### config.mk
export PLATFORM = sky130hd
export DESIGN_NAME = decode38_strobe_flat
export DESIGN_NICKNAME = d
export VERILOG_FILES = /design/src/rtl/decode_pkg.sv /design/src/rtl/decode38_strobe_if.sv /design/src/rtl/decode38_strobe.sv /design/src/flat_wrapper.sv
export SDC_FILE = /design/constraint.sdc
export NUM_CORES = 1
export LEC_CHECK = 0
export ABC_CLOCK_PERIOD_IN_PS = 1950
export BUFFER_PORTS_ARGS = -buffer_cell sky130_fd_sc_hd__buf_4
export CAP_MARGIN = 5
export CORE_MARGIN = 2
export CORE_UTILIZATION = 35
export DETAILED_ROUTE_END_ITERATION = 10
export GPL_ROUTABILITY_DRIVEN = 0
export PLACE_DENSITY = 0.61
export REMOVE_ABC_BUFFERS = 1
export SKIP_CTS_REPAIR_TIMING = 1
export SKIP_LAST_GASP = 1
export SYNTH_ARGS = -nofsm -noshare
export SYNTH_HDL_FRONTEND = slang
export SYNTH_SLANG_ARGS = --single-unit
### constraint.sdc
create_clock -name clk -period 1.95 [get_ports clk]
set_clock_uncertainty 0.15 [all_clocks]
set_input_delay 0.0975 -clock clk [delete_from_list [all_inputs] [get_ports clk]]
set_output_delay 0.0975 -clock clk [all_outputs]
set_load 0.01 [all_outputs]
### src/rtl/decode_pkg.sv
// Shared types and helpers for the 3-to-8 decode / strobe path.
// Also used by encoder-side benches that need a reference one-hot.
package decode_pkg;

    localparam int CODE_W = 3;

    typedef enum logic [1:0] {
        ST_IDLE,
        ST_ACTIVE,
        ST_GAP
    } state_e;

    function automatic logic [7:0] onehot8(input logic [CODE_W-1:0] code);
        return 8'b1 << code;
    endfunction

endpackage

### src/rtl/decode38_strobe_if.sv
// Encoded-index handshake: code/idc from the producer, ready back from the decoder.
interface decode38_strobe_if;
    import decode_pkg::*;

    logic [CODE_W-1:0] code;
    logic              idc;
    logic              ready;

    modport master (output code, output idc, input ready);
    modport slave  (input code, input idc, output ready);

endinterface

### src/rtl/decode38_strobe.sv
// Registered 3-to-8 decoder: each accepted code becomes a HOLD-cycle one-hot
// strobe followed by GAP quiet cycles, with one pending slot for back-to-back codes.
module decode38_strobe
    import decode_pkg::*;
#(
    parameter int OUT_W = 8,
    parameter int HOLD  = 4,
    parameter int GAP   = 1
) (
    input  logic              clk,
    input  logic              rst_n,
    input  logic              en,
    decode38_strobe_if.slave  hs,
    output logic [OUT_W-1:0]  y,
    output logic              busy,
    output logic              done,
    output logic              err
);

    localparam int CNT_MAX = (HOLD > GAP) ? HOLD : GAP;
    localparam int CNT_W   = $clog2(CNT_MAX + 1);
    localparam logic [CNT_W-1:0] HOLD_LD = CNT_W'(HOLD - 1);
    localparam logic [CNT_W-1:0] GAP_LD  = CNT_W'((GAP > 0) ? GAP - 1 : 0);
    localparam logic [CNT_W-1:0] CNT_ONE = CNT_W'(1);

    state_e             state_q, state_d;
    logic [CNT_W-1:0]   cnt_q, cnt_d;
    logic [OUT_W-1:0]   y_q, y_d;
    logic               pend_v_q, pend_v_d;
    logic [CODE_W-1:0]  pend_code_q, pend_code_d;
    logic               done_q, done_d;
    logic               err_q, err_d;

    logic ready;
    logic accept;
    logic code_ok;
    logic end_of_gap;

    function automatic logic [OUT_W-1:0] strobe_of(input logic [CODE_W-1:0] c);
        logic [7:0] oh;
        oh = onehot8(c);
        return oh[OUT_W-1:0];
    endfunction

    // The pending slot is the only thing that can block a new code.
    assign ready   = en && ((state_q == ST_IDLE) || !pend_v_q);
    assign accept  = hs.idc && ready;
    assign code_ok = int'(hs.code) < OUT_W;

    // Point where the next strobe may start: end of the gap, or end of the
    // hold phase when there is no gap at all.
    assign end_of_gap = (cnt_q == '0) &&
                        ((state_q == ST_GAP) || ((state_q == ST_ACTIVE) && (GAP == 0)));

    always_comb begin
        // NOTE: every _d gets its hold value first, so no branch can infer a latch.
        state_d     = state_q;
        cnt_d       = cnt_q;
        y_d         = y_q;
        pend_v_d    = pend_v_q;
        pend_code_d = pend_code_q;
        err_d       = 1'b0;

        if (!en) begin
            state_d  = ST_IDLE;
            cnt_d    = '0;
            y_d      = '0;
            pend_v_d = 1'b0;
        end else begin
            err_d = accept && !code_ok;

            unique case (state_q)
                ST_IDLE: begin
                    if (accept && code_ok) begin
                        state_d = ST_ACTIVE;
                        y_d     = strobe_of(hs.code);
                        cnt_d   = HOLD_LD;
                    end
                end
                ST_ACTIVE: begin
                    if (cnt_q != '0) begin
                        cnt_d = cnt_q - CNT_ONE;
                    end else if (GAP > 0) begin
                        state_d = ST_GAP;
                        y_d     = '0;
                        cnt_d   = GAP_LD;
                    end
                end
                ST_GAP: begin
                    if (cnt_q != '0) begin
                        cnt_d = cnt_q - CNT_ONE;
                    end
                end
                default: state_d = ST_IDLE;
            endcase

            if (end_of_gap) begin
                if (pend_v_q) begin
                    state_d  = ST_ACTIVE;
                    y_d      = strobe_of(pend_code_q);
                    cnt_d    = HOLD_LD;
                    pend_v_d = 1'b0;
                end else if (accept && code_ok) begin
                    state_d = ST_ACTIVE;
                    y_d     = strobe_of(hs.code);
                    cnt_d   = HOLD_LD;
                end else begin
                    state_d = ST_IDLE;
                    y_d     = '0;
                    cnt_d   = '0;
                end
            end else if ((state_q != ST_IDLE) && accept && code_ok) begin
                pend_v_d    = 1'b1;
                pend_code_d = hs.code;
            end
        end

        // Registered so done lines up with the last high cycle of y.
        done_d = (state_d == ST_ACTIVE) && (cnt_d == '0);
    end

    always_ff @(posedge clk or negedge rst_n) begin
        if (!rst_n) begin
            state_q     <= ST_IDLE;
            cnt_q       <= '0;
            y_q         <= '0;
            pend_v_q    <= 1'b0;
            pend_code_q <= '0;
            done_q      <= 1'b0;
            err_q       <= 1'b0;
        end else begin
            // NOTE: non-blocking here so every flop samples the pre-edge values.
            state_q     <= state_d;
            cnt_q       <= cnt_d;
            y_q         <= y_d;
            pend_v_q    <= pend_v_d;
            pend_code_q <= pend_code_d;
            done_q      <= done_d;
            err_q       <= err_d;
        end
    end

    assign hs.ready = ready;
    assign y        = y_q;
    assign done     = done_q;
    assign err      = err_q;
    assign busy     = (state_q != ST_IDLE) || pend_v_q;

endmodule

### src/flat_wrapper.sv
// flat-port wrapper written by rule: the top's interface ports become plain ports
module decode38_strobe_flat import decode_pkg::*;
#(
    parameter int OUT_W = 8,
    parameter int HOLD  = 4,
    parameter int GAP   = 1
)
  (clk, rst_n, en, y, busy, done, err, hs_code, hs_idc, hs_ready);
  decode38_strobe_if hs_i ();
  input  logic clk;
  input  logic rst_n;
  input  logic en;
  output logic [OUT_W-1:0] y;
  output logic busy;
  output logic done;
  output logic err;
  input wire logic [$bits(hs_i.code)-1:0] hs_code;
  input wire logic [$bits(hs_i.idc)-1:0] hs_idc;
  output wire logic [$bits(hs_i.ready)-1:0] hs_ready;
  assign hs_i.code = hs_code;
  assign hs_i.idc = hs_idc;
  assign hs_ready = hs_i.ready;
  decode38_strobe #(.OUT_W(OUT_W), .HOLD(HOLD), .GAP(GAP)) u_core (.clk(clk), .rst_n(rst_n), .en(en), .hs(hs_i), .y(y), .busy(busy), .done(done), .err(err));
endmodule
==> impl_metrics.sql, run 1 <==
INSERT INTO impl_metrics (metric_group, metric, value, unit) VALUES
('power_and_ir_drop', 'cellPowerDensity', '830', 'nW/um^2'),
('flow_run', 'drv.max_cap_violation_count', '0', ''),
('cts', 'clkLatencyLatePin', '0.29', 'ns'),
('detailed_routing', 'routed-via-count', '1003', ''),
('worst_setup_path', 'critical_path_peak_fanout', '2', ''),
('sta', 'slew_viol_final', '0', ''),
('cts', 'cts_tree', 'done', ''),
('grt', 'global_route.overflow_total', '0', ''),
('yosys', 'synth_enable_flop_cells', '0', ''),
('placement', 'port-buffer-count', '17', ''),
('detailed_routing', 'drt-met1-wl', '1310', 'microns'),
('cts', 'clock_sink_count', '18', ''),
('yosys', 'yosysTopAreaCellShare', '0.396', ''),
('detailed_routing', 'detailed_routed_wire_length_on_met2', '1280', 'microns'),
('worst_setup_path', 'worst_path_dominant_cell_family', 'compound AO/OA/AOI/OAI gates', ''),
('yosys', 'synth-seq-cells', '18', ''),
('worst_setup_path', 'critical_path_required', '1.98', 'ns'),
('yosys', 'synth_simple_gate_area_frac', '0.209', ''),
('finish', 'fin_nets', '160', ''),
('finish', 'areaGrowthSynthToFinish', '37.1', '%'),
('floorplan', 'coreArea', '3080', 'sq um'),
('status', 'violations', 'setup timing', ''),
('floorplan', 'chipWidth', '61.0', 'microns'),
('cts', 'cts_buffers', '3', ''),
('grt', 'grt_first_pass_wirelength', '4440', 'microns'),
('sta', 'hold_viol_final', '0', ''),
('worst_setup_path', 'critical_path_capture_point_type', 'flop', ''),
('power_and_ir_drop', 'power.ir.vdd_worst', '328', 'uV'),
('placement', 'detailed_place_hpwl', '1930', 'microns'),
('power_and_ir_drop', 'power.leakage', '0.669', 'nW'),
('detailed_routing', 'detail_route.vias_per_cell', '5.22', ''),
('detailed_routing', 'dr.first_iter.drc_count', '30', ''),
('sta', 'post-route-worst-setup-slack', '-0.0340', 'ns'),
('sta', 'setup_violations', '3', ''),
('floorplan', 'top_level_ports', '19', ''),
('sta', 'grt_setup_unrepaired', 'true', ''),
('worst_setup_path', 'worst-setup-path-type', 'flop to flop', ''),
('yosys', 'yosys_cell_types', '42', ''),
('sta', 'finalCritPeriodShare', '1.02', ''),
('yosys', 'dominant_combinational_cell_family_by_area_after_synthesis', 'compound AO/OA/AOI/OAI gates', ''),
('floorplan', 'number_of_cell_rows', '20', ''),
('worst_setup_path', 'crit_path_max_incr_delay', '0.41', 'ns'),
('yosys', 'synth_area_leaders', 'dfrtp_1 40%, o221ai_1 5.4%, inv_1 4.0%', ''),
('grt', 'grt_antenna_before_repair', '0', ''),
('worst_setup_path', 'critical-path-slowest-cell', 'dfrtp_1', ''),
('cts', 'clk_pin_slew', '0.10', 'ns'),
('worst_setup_path', 'critPathBufInv', '2', ''),
('yosys', 'synth-xor-area-share', '0', ''),
('worst_hold_path', 'hold_class', 'input pin to flop', ''),
('finish', 'antenna_diode_count', '0', ''),
('detailed_routing', 'drt-wirelength-per-cell', '13.9', 'microns'),
('yosys', 'ys_seq_area_frac', '0.396', ''),
('detailed_routing', 'route.final.wire_length', '2680', 'microns'),
('yosys', 'syn-mean-instance-area', '9.79', 'sq um'),
('detailed_routing', 'topRoutingLayerUsed', 'met4', ''),
('yosys', 'synthFlopType', 'dfrtp_1', ''),
('worst_setup_path', 'crit_path_launch_type', 'flop', ''),
('sta', 'layout_min_cycle_time', '1.98', 'ns'),
('grt', 'number_of_global_route_vias_before_repair', '986', ''),
('floorplan', 'floorplan.initialDensity', '0.369', ''),
('yosys', 'synth_area_leader_cell', 'dfrtp_1', ''),
('sta', 'max-slew-margin-rel', '0.658', ''),
('power_and_ir_drop', 'power.total', '1.29', 'mW'),
('yosys', 'number_of_instances_in_the_synthesized_netlist', '116', ''),
('yosys', 'synth-async-reset-ratio', '1.00', ''),
('grt', 'gr_usage_total', '0.159', ''),
('finish', 'layout-drive-gt1-share', '0.432', ''),
('grt', 'maximum_number_of_pins_on_one_net_before_global_route_repair', '19', ''),
('status', 'result_of_the_run', 'finished with violations', ''),
('cts', 'cts_root_buffer', 'clkbuf_4', ''),
('detailed_routing', 'met3_wirelength', '72', 'microns');
state kept, by name (all words and copies together) (netlist names):
register            flops
u_core.done             1
u_core.cnt_q            3
u_core.pend_v_q         1
u_core.state_q          2
u_core.pend_code_q      3
u_core.y                8
cells in the mapped netlist (2+ instances only):
cell type	instances
nor2_1	5
dfrtp_1	18
a21o_2	2
buf_6	2
buf_4	2
nand2_1	11
a211o_1	2
o221ai_1	7
inv_1	12
nand3_1	5
ha_1	3
nor2b_1	3
o21ai_0	6
or3_1	2
mux2_2	4
a21oi_1	4
a211oi_1	2
nand4b_1	2
per-stage QoR:
stage               area [sq um]  utilization  hold slack, ns  setup slack (ns)
global placement            1350        0.438          -0.172         0.0000686
global route                1560        0.506          0.0209            -0.109
floorplan                   1090            -          -0.348           -0.0225
detailed placement          1350        0.438          -0.168           -0.0934
finish                      1560        0.506          0.0158           -0.0340
CTS                         1370        0.445          -0.498            -0.123
final timing paths:
check,startpoint,endpoint,slack [ns],cells after the start
min reg2reg,u_core.pend_code_q[0],u_core.pend_code_q[0],0.39,1
max,u_core.cnt_q[0],u_core.done,-0.03,7
max reg2reg,u_core.cnt_q[0],u_core.done,-0.03,7
max in group asynchronous,rst_n,u_core.pend_code_q[2],1.41,2
min in group asynchronous,rst_n,u_core.y[4],0.04,2
min,hs_idc,u_core.pend_v_q,0.02,3
kinds of logic (layout without fill, tap and decap cells):
logic type	after synthesis	after routing
other cells	1	1
fa+ha+maj	3	3
flops	18	18
simple gates	39	39
compound gates	32	32
mux	4	4
buf+inv	19	51
power breakdown:
group          internal [mW]  switching [mW]
Combinational          0.320           0.271
Sequential             0.433          0.0799
Clock                 0.0720           0.117
Total                  0.825           0.467
worst register-to-register path, stage by stage (launching register included):
cell and delay, ns:
dfrtp_1 0.41, inv_2 0.08, buf_4 0.12, ha_1 0.14, a21bo_2 0.23, or3_4 0.34, a221oi_4 0.32, nor4bb_4 0.09
placed cells by master, fill, tap and decap left out, drive strengths merged, types with 2 or more instances in the layout:
cell / n
ha: 3
nor2: 5
inv: 13
nand2b: 2
or3: 2
nand2: 11
o221ai: 8
a21o: 2
o21ai: 6
nand3: 5
nor2b: 4
a211oi: 3
mux2: 4
a211o: 2
nand4b: 2
buf: 30
a21oi: 4
dlygate4sd3: 5
clkbuf: 3
dfrtp: 18
area by class of cell:
cell class,count,area (sq um),share of cell area
Clock buffer,3,22.5,0.0145
Timing Repair Buffer,35,279,0.179
Tap cell,44,55.1,0.0353
Multi-Input combinational cell,79,699,0.449
Inverter,13,51.3,0.0329
Sequential cell,18,450,0.289
routing by layer:
metal	up-vias	global-route usage
li1	491	-
met4	0	0.0559
met1	489	0.227
met2	21	0.247
met3	2	0.0235
met5	-	0
No activity file was read; power rests on OpenSTA's default activity.
==> run 2: changes to the inputs <==
- RECOVER_POWER: not set -> 100
==> impl_metrics.sql, run 2 (synthesized netlist as in run 1, its figures left out) <==
INSERT INTO impl_metrics (metric_group, metric, value, unit) VALUES
('cts', 'clock_sink_count', '18', ''),
('placement', 'detailed_place_hpwl', '1930', 'microns'),
('finish', 'layout-drive-gt1-share', '0.365', ''),
('status', 'violations', 'setup timing', ''),
('worst_setup_path', 'critical_path_required', '1.98', 'ns'),
('grt', 'grt_first_pass_wirelength', '4440', 'microns'),
('sta', 'hold_viol_final', '0', ''),
('worst_setup_path', 'crit_chain', 'inv_2, buf_4, ha_1, a21bo_2, or3_4, a221oi_4, nor4bb_4', ''),
('grt', 'global_route.usage.met1', '0.227', ''),
('finish', 'antenna_diode_count', '0', ''),
('worst_setup_path', 'critical_path_peak_fanout', '2', ''),
('worst_setup_path', 'critPathBufInv', '2', ''),
('flow_run', 'drv.max_cap_violation_count', '0', ''),
('cts', 'clkLatencyLatePin', '0.30', 'ns'),
('finish', 'areaGrowthSynthToFinish', '33.8', '%'),
('grt', 'global_route.overflow_total', '0', ''),
('worst_setup_path', 'worst_path_dominant_cell_family', 'compound AO/OA/AOI/OAI gates', ''),
('finish', 'fin_nets', '160', ''),
('detailed_routing', 'route.final.wire_length', '2680', 'microns'),
('detailed_routing', 'final_antenna_net_count', '0', ''),
('sta', 'grt_setup_unrepaired', 'true', ''),
('status', 'result_of_the_run', 'finished with violations', ''),
('worst_setup_path', 'register_to_register_path_setup_slack', '-0.04', 'ns'),
('detailed_routing', 'detailedRoute.firstPassIterationCount', '4', ''),
('floorplan', 'floorplan.initialDensity', '0.369', ''),
('worst_setup_path', 'cp.arrival', '2.02', 'ns'),
('sta', 'worst-slew-pin-transition', '0.974', 'ns'),
('cts', 'clk_pin_slew', '0.10', 'ns'),
('worst_setup_path', 'terminus_of_the_critical_flop_to_flop_path', 'u_core.done', ''),
('grt', 'met2_usage', '0.247', ''),
('finish', 'number_of_flip_flops_under_the_largest_register_name', '8', ''),
('sta', 'maxClockFrequency', '504', 'MHz'),
('detailed_routing', 'dr.first_iter.drc_count', '30', ''),
('worst_setup_path', 'critical_path.endpoint', 'u_core.done', ''),
('cts', 'cts_root_buffer', 'clkbuf_4', ''),
('power_and_ir_drop', 'power.total', '1.28', 'mW'),
('grt', 'gr_usage_total', '0.159', ''),
('worst_setup_path', 'critical_path_capture_point_type', 'flop', ''),
('grt', 'number_of_global_route_vias_before_repair', '986', ''),
('detailed_routing', 'detail_route.vias_per_cell', '5.23', ''),
('worst_setup_path', 'crit_path_max_incr_delay', '0.41', 'ns'),
('detailed_routing', 'route.detailed.drc', '0', ''),
('cts', 'cts_tree', 'done', ''),
('grt', 'grt_antenna_before_repair', '0', ''),
('worst_setup_path', 'crit_path_launch_type', 'flop', ''),
('worst_setup_path', 'critical_path.startpoint', 'u_core.cnt_q[0]', ''),
('sta', 'finalCritPeriodShare', '1.02', ''),
('cts', 'cts-htree-levels', '1', ''),
('power_and_ir_drop', 'cellPowerDensity', '844', 'nW/um^2'),
('power_and_ir_drop', 'power.leakage', '0.627', 'nW'),
('worst_hold_path', 'hold_class', 'input pin to flop', ''),
('placement', 'placement.setup.worst_slack', '-0.0934', 'ns'),
('worst_setup_path', 'rr_startpoint', 'u_core.cnt_q[0]', ''),
('floorplan', 'number_of_cell_rows', '20', ''),
('finish', 'stdcell_count', '192', ''),
('cts', 'cts_buffers', '3', ''),
('sta', 'max-slew-margin-rel', '0.351', ''),
('sta', 'setup_violations', '3', ''),
('power_and_ir_drop', 'power.ir.vdd_worst', '328', 'uV'),
('sta', 'fin_hold_ws', '0.0153', 'ns'),
('floorplan', 'chipWidth', '61.0', 'microns'),
('sta', 'slew_viol_final', '0', ''),
('grt', 'gr-usage-met3', '0.0235', ''),
('floorplan', 'top_level_ports', '19', ''),
('placement', 'post-place-cells', '181', ''),
('worst_setup_path', 'critical-path-slowest-cell', 'dfrtp_1', ''),
('worst_setup_path', 'rr_worst_depth', '7', ''),
('placement', 'port-buffer-count', '17', ''),
('sta', 'post-route-worst-setup-slack', '-0.0361', 'ns'),
('floorplan', 'die_outline_area', '3720', 'sq um'),
('grt', 'maximum_number_of_pins_on_one_net_before_global_route_repair', '19', ''),
('detailed_routing', 'routed-via-count', '1005', ''),
('floorplan', 'coreArea', '3080', 'sq um'),
('sta', 'layout_min_cycle_time', '1.99', 'ns'),
('detailed_routing', 'drt-wirelength-per-cell', '14.0', 'microns'),
('worst_setup_path', 'critical_path_cell_count', '7', ''),
('worst_setup_path', 'worst-setup-path-type', 'flop to flop', ''),
('finish', 'layout_commonest_cell', 'buf_4', ''),
('grt', 'globalRoute.busiestLayer', 'met2', ''),
('cts', 'clock_tree.buffer_depth', '2', ''),
('floorplan', 'die_height', '61.0', 'microns'),
('sta', 'setup_total_negative_slack', '-0.0836', 'ns'),
('finish', 'layout_common_cells', '19 x buf_4, 18 x dfrtp_1, 10 x nand2_1, 10 x inv_1, 10 x clkbuf_1', '');
==> run 2: cell count changes in the layout (fill, tap and decap cells not counted), sizes merged <==
cell | before | now
buf | 30 | 20
clkbuf | 3 | 13
==> run 2: metrics by stage <==
step | area [sq um] | utilization
2_1_floorplan | 1090 | -
3_3_place_gp | 1350 | 0.438
3_5_place_dp | 1350 | 0.438
4_1_cts | 1370 | 0.445
5_1_grt | 1520 | 0.494
6_report | 1520 | 0.494
==> run 2: worst register-to-register path: stages, from the launching register on <==
cell	delay, ns
dfrtp_1	0.41
inv_2	0.08
buf_4	0.12
ha_1	0.14
a21bo_2	0.23
or3_4	0.34
a221oi_4	0.32
nor4bb_4	0.09
==> run 2: how the worst min path moves through the flow <==
stage                     slack (ns)  startpoint              end  depth (start not counted)
after floorplan                -0.35       rst_n  u_core.cnt_q[0]                          0
after global placement         -0.17       rst_n      u_core.y[1]                          1
after detailed placement       -0.17       rst_n      u_core.y[1]                          1
after CTS                      -0.50       rst_n      u_core.y[4]                          1
after global routing            0.02      hs_idc  u_core.pend_v_q                          3
final                           0.02      hs_idc  u_core.pend_v_q                          3
==> run 2: final cells by class <==
class	instances	area, sq um
Clock buffer	3	22.5
Fill cell	309	1560
Inverter	13	51.3
Multi-Input combinational cell	79	699
Sequential cell	18	450
Tap cell	44	55.1
Timing Repair Buffer	35	241
==> run 2: per-layer routing <==
metal	vias up	part of all wire	wire, microns
met2	22	0.48	1280
li1	491	-	-
met5	-	0	0
met3	2	0.030	80
met4	0	0.0067	18
met1	490	0.49	1300
==> run 2: power breakdown <==
part	switching [mW]	internal, mW
Clock	0.117	0.0720
Sequential	0.0803	0.433
Combinational	0.271	0.310
Total	0.468	0.815
==> run 3: changes to the inputs <==
- BUFFER_PORTS_ARGS: -buffer_cell sky130_fd_sc_hd__buf_4 -> -buffer_cell sky130_fd_sc_hd__buf_2
==> impl_metrics.sql, run 3 (synthesized netlist as in run 1, its figures left out) <==
INSERT INTO impl_metrics (metric_group, metric, value, unit) VALUES
('sta', 'finalCritPeriodShare', '1.01', ''),
('detailed_routing', 'final_antenna_net_count', '0', ''),
('grt', 'grt_first_pass_wirelength', '4310', 'microns'),
('power_and_ir_drop', 'power.net_switching', '0.456', 'mW'),
('status', 'violations', 'setup timing', ''),
('sta', 'hold_viol_final', '0', ''),
('sta', 'grt_setup_unrepaired', 'true', ''),
('detailed_routing', 'route.detailed.drc', '0', ''),
('sta', 'post-route-worst-setup-slack', '-0.0123', 'ns'),
('cts', 'cts-htree-levels', '1', ''),
('finish', 'fin_nets', '157', ''),
('floorplan', 'chipWidth', '61.0', 'microns'),
('sta', 'slew_viol_final', '0', ''),
('power_and_ir_drop', 'p_int', '0.812', 'mW'),
('placement', 'port-buffer-count', '17', ''),
('power_and_ir_drop', 'power.leakage', '0.592', 'nW'),
('power_and_ir_drop', 'cellPowerDensity', '872', 'nW/um^2'),
('finish', 'layout_commonest_cell', 'dfrtp_1', ''),
('grt', 'grt_antenna_before_repair', '0', ''),
('floorplan', 'number_of_cell_rows', '20', ''),
('grt', 'global_route.usage.met1', '0.229', ''),
('status', 'result_of_the_run', 'finished with violations', ''),
('power_and_ir_drop', 'power.ir.vdd_worst', '551', 'uV'),
('power_and_ir_drop', 'clockPowerShare', '0.191', ''),
('flow_run', 'drv.max_cap_violation_count', '0', ''),
('detailed_routing', 'routed-via-count', '998', ''),
('sta', 'layout_min_cycle_time', '1.96', 'ns'),
('grt', 'maximum_number_of_pins_on_one_net_before_global_route_repair', '19', ''),
('floorplan', 'floorplan.initialDensity', '0.369', ''),
('finish', 'layout_common_cells', '18 x dfrtp_1, 10 x nand2_1, 10 x inv_1, 10 x clkbuf_1, 9 x buf_4', ''),
('cts', 'cts_buffers', '3', ''),
('grt', 'number_of_global_route_vias_before_repair', '917', ''),
('sta', 'setup_violations', '2', ''),
('floorplan', 'die_height', '61.0', 'microns'),
('grt', 'global_route.overflow_total', '0', ''),
('worst_hold_path', 'hold_class', 'input pin to flop', ''),
('worst_setup_path', 'critical_path_peak_fanout', '5', ''),
('floorplan', 'top_level_ports', '19', ''),
('cts', 'cts_root_buffer', 'clkbuf_4', ''),
('finish', 'antenna_diode_count', '0', ''),
('worst_setup_path', 'critical_path_capture_point_type', 'flop', ''),
('finish', 'areaGrowthSynthToFinish', '28.0', '%'),
('grt', 'gr-usage-met3', '0.0256', ''),
('finish', 'filler_cell_count', '310', ''),
('floorplan', 'die_outline_area', '3720', 'sq um'),
('worst_setup_path', 'crit_path_launch_type', 'flop', ''),
('worst_setup_path', 'register_to_register_path_setup_slack', '-0.01', 'ns'),
('cts', 'clkLatencyLatePin', '0.30', 'ns'),
('grt', 'globalRoute.busiestLayer', 'met2', ''),
('cts', 'cts_tree', 'done', ''),
('placement', 'detailed_place_hpwl', '1840', 'microns'),
('sta', 'worst-slew-pin-transition', '0.997', 'ns'),
('cts', 'clock_sink_count', '18', ''),
('worst_setup_path', 'worst-setup-path-type', 'flop to flop', ''),
('detailed_routing', 'dr.first_iter.drc_count', '26', ''),
('finish', 'layout-drive-gt1-share', '0.342', ''),
('power_and_ir_drop', 'power_frac_seq', '0.408', ''),
('detailed_routing', 'detail_route.vias_per_cell', '5.25', ''),
('grt', 'met2_usage', '0.233', ''),
('sta', 'maxClockFrequency', '510', 'MHz'),
('worst_setup_path', 'cp.arrival', '2.01', 'ns'),
('cts', 'clock_tree.buffer_depth', '2', ''),
('sta', 'max-slew-margin-rel', '0.335', ''),
('detailed_routing', 'drt-wirelength-per-cell', '14.0', 'microns'),
('detailed_routing', 'route.final.wire_length', '2660', 'microns'),
('grt', 'gr_usage_total', '0.156', ''),
('cts', 'clk_pin_slew', '0.12', 'ns'),
('finish', 'final_util', '0.472', ''),
('power_and_ir_drop', 'comb_power_share', '0.401', ''),
('detailed_routing', 'detailedRoute.firstPassIterationCount', '4', ''),
('power_and_ir_drop', 'power.total', '1.27', 'mW'),
('floorplan', 'coreArea', '3080', 'sq um'),
('power_and_ir_drop', 'p_sw_frac', '0.360', ''),
('finish', 'number_of_flip_flops_under_the_largest_register_name', '8', ''),
('worst_setup_path', 'critical_path_required', '1.99', 'ns');
## run 3: layer usage
layer  up-vias  wire (microns)
met1       491            1300
li1        484               -
met4         0              19
met2        21            1250
met3         2              89
met5         -               0
## run 3: final timing paths
kind / from / end / cells after the start
setup / recovery: u_core.cnt_q[0] / u_core.done / 8
hold / removal: hs_idc / u_core.pend_v_q / 3
setup reg to reg: u_core.cnt_q[0] / u_core.done / 8
hold reg to reg: u_core.pend_code_q[0] / u_core.pend_code_q[0] / 1
max in group asynchronous: rst_n / u_core.pend_code_q[0] / 2
min in group asynchronous: rst_n / u_core.state_q[1] / 2
## run 3: cell type report
| type | instances | area, sq um | share of cell area |
|---|---|---|---|
| well taps | 44 | 55.1 | 0.0379 |
| multi-input cells | 79 | 662 | 0.455 |
| flip-flops and latches | 18 | 450 | 0.310 |
| inverters | 13 | 48.8 | 0.0336 |
| repair buffers | 32 | 201 | 0.139 |
| clock buffers | 4 | 36.3 | 0.0250 |
## run 3: metrics by stage
step	setup WS (ns)	std cells	TNS (ns)	cell area, sq um	hold slack (ns)
2_1_floorplan	-0.0225	110	-0.0225	1090	-0.348
3_3_place_gp	0.00944	180	0	1300	-0.103
3_5_place_dp	-0.0530	180	-0.265	1300	-0.0943
4_1_cts	-0.0805	184	-0.623	1330	-0.438
5_1_grt	-0.0954	190	-0.440	1450	0.0560
6_report	-0.0123	190	-0.0128	1450	0.0445
## run 3: power by group through the flow
stage               combinational (mW)  clock, mW  sequential [mW]
global route                     0.560      0.268            0.532
floorplan                        0.270          0            0.509
global placement                 0.423          0            0.515
detailed placement               0.434          0            0.518
finish                           0.508      0.242            0.517
CTS                              0.436      0.248            0.511
## run 3: worst max-delay path, cell delays in order, from the launching register on
cell	delay, ns
dfrtp_1	0.41
inv_2	0.09
ha_4	0.13
nor2b_4	0.14
inv_2	0.07
ha_2	0.27
a311o_2	0.37
a21oi_2	0.15
nor4bb_1	0.07
